**config.mk**
```make
export PLATFORM = sky130hd
export DESIGN_NAME = reg_file_mp
export DESIGN_NICKNAME = d
export VERILOG_FILES = /design/src/rtl/reg_file_mp.sv
export SDC_FILE = /design/constraint.sdc
export NUM_CORES = 2
export LEC_CHECK = 0
export BUFFER_PORTS_ARGS = -buffer_cell sky130_fd_sc_hd__buf_2
export CAP_MARGIN = 20
export CORE_MARGIN = 5
export CORE_UTILIZATION = 35
export DETAILED_ROUTE_END_ITERATION = 10
export GPL_TIMING_DRIVEN = 0
export MAX_ROUTING_LAYER = met4
export PLACE_DENSITY = 0.56
export SYNTH_ARGS = -nofsm -noshare
export SYNTH_HDL_FRONTEND = slang
export SYNTH_SLANG_ARGS = --single-unit
export TNS_END_PERCENT = 1
```
**constraint.sdc**
```tcl
create_clock -name CLK -period 2.5 [get_ports CLK]
set_clock_uncertainty 0.15 [all_clocks]
set_input_delay 0.125 -clock CLK [delete_from_list [all_inputs] [get_ports CLK]]
set_output_delay 0.125 -clock CLK [all_outputs]
set_load 0.01 [all_outputs]
```
**src/rtl/reg_file_mp.sv**
```systemverilog
// reg_file_mp -- multi-port register file for the MIPS datapath.
//
// Provides NUM_RD combinational read ports with write-to-read bypass,
// NUM_WR write ports (higher port index wins on address collision),
// a hardwired zero register, asynchronous clearing of all state, and a
// per-register busy scoreboard used by decode for hazard detection.
//
// Ports:
//   CLK    in   clock, all state updates on the rising edge
//   RST_n  in   asynchronous active-low reset (clears registers and busy bits)
//   WE     in   per-port write enable                    [NUM_WR]
//   WA     in   write addresses, port k at [k*ADDR_WIDTH +: ADDR_WIDTH]
//   WD     in   write data,      port k at [k*DATA_WIDTH +: DATA_WIDTH]
//   RA     in   read addresses,  port j at [j*ADDR_WIDTH +: ADDR_WIDTH]
//   RD     out  read data,       port j at [j*DATA_WIDTH +: DATA_WIDTH]
//   RSV    in   reserve request, marks RSV_A busy at the edge
//   RSV_A  in   register to reserve
//   BUSY   out  busy status of register RA[j]           [NUM_RD]
//   TAP    out  stored value of register TAP_IDX (storage only, no bypass)
module reg_file_mp #(
    parameter int DATA_WIDTH = 32,
    parameter int DEPTH      = 32,
    parameter int ADDR_WIDTH = 5,
    parameter int NUM_RD     = 2,
    parameter int NUM_WR     = 2,
    parameter int TAP_IDX    = 16
) (
    input  logic                       CLK,
    input  logic                       RST_n,
    input  logic [NUM_WR-1:0]          WE,
    input  logic [NUM_WR*ADDR_WIDTH-1:0] WA,
    input  logic [NUM_WR*DATA_WIDTH-1:0] WD,
    input  logic [NUM_RD*ADDR_WIDTH-1:0] RA,
    output logic [NUM_RD*DATA_WIDTH-1:0] RD,
    input  logic                       RSV,
    input  logic [ADDR_WIDTH-1:0]      RSV_A,
    output logic [NUM_RD-1:0]          BUSY,
    output logic [DATA_WIDTH-1:0]      TAP
);

    localparam logic [ADDR_WIDTH-1:0] TAP_A = ADDR_WIDTH'(TAP_IDX);

    logic [DATA_WIDTH-1:0] regs_q [DEPTH];
    logic [DATA_WIDTH-1:0] regs_d [DEPTH];
    logic [DEPTH-1:0]      busy_q;
    logic [DEPTH-1:0]      busy_d;

    // Next state. Ports are applied in ascending order so the highest
    // enabled port wins a collision. Writes clear busy; a reservation is
    // applied last so a new producer supersedes a completing one.
    always_comb begin
        regs_d = regs_q;
        busy_d = busy_q;
        for (int k = 0; k < NUM_WR; k++) begin
            if (WE[k] && (WA[k*ADDR_WIDTH +: ADDR_WIDTH] != '0)) begin
                regs_d[WA[k*ADDR_WIDTH +: ADDR_WIDTH]] = WD[k*DATA_WIDTH +: DATA_WIDTH];
                busy_d[WA[k*ADDR_WIDTH +: ADDR_WIDTH]] = 1'b0;
            end
        end
        if (RSV && (RSV_A != '0)) begin
            busy_d[RSV_A] = 1'b1;
        end
    end

    always_ff @(posedge CLK or negedge RST_n) begin
        if (!RST_n) begin
            for (int i = 0; i < DEPTH; i++) begin
                regs_q[i] <= '0;
            end
            busy_q <= '0;
        end else begin
            for (int i = 0; i < DEPTH; i++) begin
                regs_q[i] <= regs_d[i];
            end
            busy_q <= busy_d;
        end
    end

    // Read ports: zero register first, then bypass from the highest
    // matching write port, then storage. A pending write to the address
    // hides its busy bit because the value is already on the bypass path.
    for (genvar j = 0; j < NUM_RD; j++) begin : g_rd
        logic [ADDR_WIDTH-1:0] ra;
        logic [DATA_WIDTH-1:0] rdata;
        logic                  hit;

        assign ra = RA[j*ADDR_WIDTH +: ADDR_WIDTH];

        always_comb begin
            rdata = regs_q[ra];
            hit   = 1'b0;
            for (int k = 0; k < NUM_WR; k++) begin
                if (WE[k] && (WA[k*ADDR_WIDTH +: ADDR_WIDTH] == ra)) begin
                    rdata = WD[k*DATA_WIDTH +: DATA_WIDTH];
                    hit   = 1'b1;
                end
            end
            if (ra == '0) begin
                rdata = '0;
            end
        end

        assign RD[j*DATA_WIDTH +: DATA_WIDTH] = rdata;
        assign BUSY[j] = (ra != '0) && !hit && busy_q[ra];
    end

    assign TAP = regs_q[TAP_A];

endmodule
```
# Yosys cells after proc, flatten, opt, wreduce, memory -nomap -nowiden
# Cells that the tools add are included.
[classes] bitwise=9 muxes=37 eq_ne=4 reduce_logical=25 magnitude_cmp=14
[ops] op="$bwmux 1024" count=2
[ops] op="$mux 1024" count=2
[ops] op="$mux 32" count=15
[ops] op="$bmux 32 s5" count=2
[ops] op="$demux 32 s5" count=2
[ops] op="$and 32x32->32" count=2
[ops] op="$not 32->32" count=2
[ops] op="$or 32x32->32" count=1
[ops] op="$lt 5x6->1 const B" count=5
[ops] op="$reduce_bool 5->1" count=5
[ops] op="$ge 6x6->1 const B" count=4
[ops] op="$not 5->6" count=4
[ops] op="$eq 5x5->1" count=4
[ops] op="$logic_and 1x1->1" count=16
[ops] op="$demux 1 s5" count=3
[ops] op="$ge 5x1->1 const B" count=3
[ops] op="$lt 6x1->1 const B" count=2
[ops] op="$bmux 1 s5" count=2
[ops] op="$logic_not 5->1" count=2
[ops] op="$mux 1" count=9
[ops] op="$logic_not 1->1" count=2
[word_totals] out_inout_bits=98 in_bits=94 regBits=1056 wordCells=122

# Longest topological paths before layout
[depth] ltp_word=11 ltp_mapped=9 depth_no_buf=5

# Least setup slack after synthesis
# OpenSTA, ideal clock, no wires.
[synth_timing] kind="input -> output" start="input port RA[5]" end="output port RD[32]" t_arrival_ns=1.966 setup_slack_ns=0.259 stages=5 n_path_buf=2 cell_sequence="buf_2 buf_1 mux4_2 a221o_1 a32o_1"
[synth_between] elab_chain_cells=7
[synth_lines] item="from (decl)" line="33" text="input logic [NUM_RD*ADDR_WIDTH-1:0] RA,"
[synth_lines] item="$not 5->6 (implied by the code)" line="90" text="rdata = regs_q[ra];"
[synth_lines] item="$bmux 32 s5" line="90"
[synth_lines] item="$mux 32 (implied by the code) (2 in series)" line="90"
[synth_lines] item="$mux 32 (2 in series)" line="93" text="if (WE[k] && (WA[k*ADDR_WIDTH +: ADDR_WIDTH] == ra)) begin"
[synth_lines] item="$mux 32 *" line="98" text="if (ra == '0) begin"
[synth_lines] item="to (decl)" line="34" text="output logic [NUM_RD*DATA_WIDTH-1:0] RD,"
# Every way passes the cells marked *; elsewhere a longest branch is shown, timed or not. The select of a mux whose other input is x is not followed.

# Worst setup path after layout
[layout_timing] start="input port RA[7]" end="output port RD[41]"
# Same word-level chain as after synthesis.

==> flow_metrics.env <==
export IMPL_clk_pin_slew_worst_paths_ns=0.06
export IMPL_synthArstFlopShare_pct=100
export IMPL_drc=0
export IMPL_grt_pass1_vias=57800
export IMPL_cp_end_kind="primary output"
export IMPL_final_max_slew_viol_count=0
export IMPL_drt_wl_total_um=379000
export IMPL_port_buffers=117
export IMPL_final_common_cell="dfrtp_1"
export IMPL_clockBufferDepth=3
export IMPL_netlist_instances=6291
export IMPL_fin_cells=9306
export IMPL_avgSynthCellArea_sq_um=10.6
export IMPL_critPathLaunchType="input port"
export IMPL_final_cell_mix="dfrtp_1 (1025), mux2i_1 (1022), nor2_1 (687)"
export IMPL_synth_warnings=0
export IMPL_cp_cell_sequence="buf_2 > buf_4 > buf_4 > mux2i_1 > a22oi_1 > nand3_1 > o21ai_0 > o31a_1 > buf_2"
export IMPL_fp_dieH_um=447
export IMPL_power_density_nw_per_um2=830
export IMPL_fin_ws_ns=-0.863
export IMPL_wl_per_cell_um=40.7
export IMPL_worst_skew_pair_late_latency_ns=0.81
export IMPL_power_w=0.0643
export IMPL_worst_hold_slack_ns=-0.319
export IMPL_hold_violations=71
export IMPL_syn_num_nets=6385
export IMPL_ys_types=61
export IMPL_cts_buffers=130
export IMPL_grt_max_degree=155
export IMPL_synth_area_sq_um=66800
export IMPL_min_period_ns=3.36
export IMPL_cellLeakagePower_nw=32.6
export IMPL_globalplace_congestion=1.12
export IMPL_dp_hpwl_um=303000
export IMPL_viasPerCell=6.50
export IMPL_synth_top_area_share_pct=39.6
export IMPL_relSlewSlack_pct=13.6
export IMPL_syn2layout_area_growth_pct=16.1
export IMPL_critPathArrivalTime_ns=3.09
export IMPL_grt_pass1_wl_um=503000
export IMPL_antenna_found_initial=25
export IMPL_cts_tree="done"
export IMPL_antenna_left=0
export IMPL_io_pin_count=192
export IMPL_fp_dieW_um=447
export IMPL_vias=60500
export IMPL_dp_cells=8956
export IMPL_violations="hold timing, setup timing"
export IMPL_row_count=160
export IMPL_cts_sinks=1056
export IMPL_core_area_sq_um=190000
export IMPL_timing_final_crit_share_pct=135
export IMPL_slowest_delay_ns=0.65
export IMPL_irDropWorstVdd_mv=0.535
export IMPL_maxCapViolations=0
export IMPL_cp_max_fo=10
export IMPL_reg2reg_slack_ns=1.28
export IMPL_timing_rr_end="TAP[6]$_DFF_PN0_"
export IMPL_htree_levels=4
export IMPL_nets=6770
export IMPL_grt_use_total_pct=38.1
export IMPL_rsz0062_at_grt="yes"
export IMPL_status="finished, violations left"
export IMPL_die_area_sq_um=200000
export IMPL_yosysTopAreaCell="dfrtp_1"
export IMPL_ys_flop_type="dfrtp_1"
export IMPL_worstMarginPinSlew_ns=1.29
export IMPL_overflow=0
export IMPL_dr_pass1_iters=6
export IMPL_cts_root_buf="clkbuf_16"
export IMPL_ys_seq_elements=1056
export IMPL_ys_seq_area_share_pct=39.6
export IMPL_hold_path_class="in2async"
export IMPL_synth_edf_count=0
export IMPL_max_freq_mhz=297
export IMPL_synth_area_top_cells="dfrtp_1 (40%), mux4_2 (17%), mux2i_1 (15%)"
export IMPL_finalSetupViolCount=176
export IMPL_drive_gt1_share_pct=20.3
export IMPL_path_class="in2out"
export IMPL_drtIter0Drc=8999
export IMPL_crit_path_top_delay_cell="mux2i_1"
export IMPL_reg2regPathDepth=2
export IMPL_r2r_start="TAP[6]$_DFF_PN0_"
export IMPL_crit_required_ns=2.23
export IMPL_start_util_pct=35.2
[cell usage after synthesis, drive strengths merged (2+ instances only)]
| master | count |
|---|---|
| nand2b | 13 |
| a21oi | 679 |
| or3 | 3 |
| a22o | 31 |
| nor2 | 725 |
| or2 | 2 |
| o21ai | 400 |
| nor2b | 11 |
| o31ai | 2 |
| nand3 | 17 |
| mux2 | 32 |
| and2 | 4 |
| o32ai | 32 |
| o221ai | 89 |
| a31oi | 2 |
| mux4 | 496 |
| nor3 | 16 |
| o31a | 2 |
| a311oi | 2 |
| or3b | 2 |
| nand2 | 429 |
| xor2 | 9 |
| clkbuf | 548 |
| and3 | 4 |
| nor4 | 6 |
| buf | 336 |
| mux2i | 1026 |
| o22a | 31 |
| inv | 7 |
| a221o | 29 |
| a22oi | 36 |
| nand4 | 7 |
| a32oi | 129 |
| xnor2 | 11 |
| nand3b | 5 |
| o22ai | 5 |
| a32o | 48 |
| dfrtp | 1056 |
[registers in the layout, indices dropped and copies added (netlist names)]
signal and cells:
busy_q 32, regs_q 992, TAP 32
[per-stage QoR]
step	area (sq um)	setup TNS, ns	hold slack (ns)	setup WS (ns)	utilization (%)
after floorplan	66800	0	-0.321	0.259	-
after global placement	70500	-	0.305	-23.97	37.1
after detailed placement	71200	-488.67	-0.0645	-1.91	37.5
after CTS	77200	-49.91	-0.308	-0.743	40.6
after global routing	77500	-47.04	-0.277	-0.725	40.8
final	77500	-54.57	-0.319	-0.863	40.8
[cell type report]
| class | instances | area [sq um] |
|---|---|---|
| plain buffers | 884 | 4300 |
| clock buffers | 189 | 3930 |
| repair buffers | 253 | 2250 |
| inverters | 8 | 30.0 |
| fillers | 18400 | 112000 |
| multi-input cells | 4343 | 36900 |
| clock inverters | 35 | 395 |
| flip-flops and latches | 1056 | 26500 |
| diodes | 27 | 67.6 |
| well taps | 2511 | 3140 |
[worst max-delay path by stage]
stage	from	to	slack, ns
2_1_floorplan	RA[5]	RD[32]	0.26
3_3_place_gp	RST_n	regs_q[59]$_DFF_PN0_	-23.97
3_5_place_dp	RA[2]	RD[9]	-1.91
4_1_cts	TAP[2]$_DFF_PN0_	RD[34]	-0.74
5_1_grt	regs_q[458]$_DFF_PN0_	RD[42]	-0.72
6_report	RA[7]	RD[41]	-0.86
[timing repair]
| item | CTS | global route |
|---|---|---|
| setup buffers | 11 | 4 |
| pin swaps | 16 | 19 |
| hold buffers | 81 | 1 |
| hold endpoints to repair | 647 | 72 |
| gates resized for setup | 294 | 52 |
| setup endpoints to repair | 128 | 199 |
[power by group]
group | total (W) | internal, W | leakage [nW] | switching (W)
logic | 0.0186 | 0.00859 | 17.7 | 0.0100
clock network | 0.0200 | 0.0116 | 2.12 | 0.00837
registers | 0.0258 | 0.0215 | 12.8 | 0.00424
[kinds of logic after synthesis]
| family | count (synthesis) | synth area share (%) |
|---|---|---|
| flip-flops | 1056 | 39.6 |
| AND/OR/NAND/NOR | 1248 | 7.46 |
| buffers and inverters | 892 | 5.81 |
| XOR/XNOR | 20 | 0.262 |
| multiplexers | 1554 | 32.6 |
| AO/OA/AOI/OAI | 1521 | 14.3 |
[critical path: cells and delay by family]
kind	cells	cell delay, ns
AOI/OAI and AO/OA	3	0.74
muxes	1	0.65
buffers and inverters	4	1.40
and+or+nand+nor	1	0.13
[layer usage]
metal / global-route usage (%) / wire length (um) / up-vias
met2: 54.4 / 162000 / 4333
met3: 10.5 / 39500 / 1136
met5: - / 0 / -
met1: 46.1 / 142000 / 31000
met4: 27.9 / 35600 / 0
li1: - / - / 24100
No activity file was read; power rests on OpenSTA's default activity.
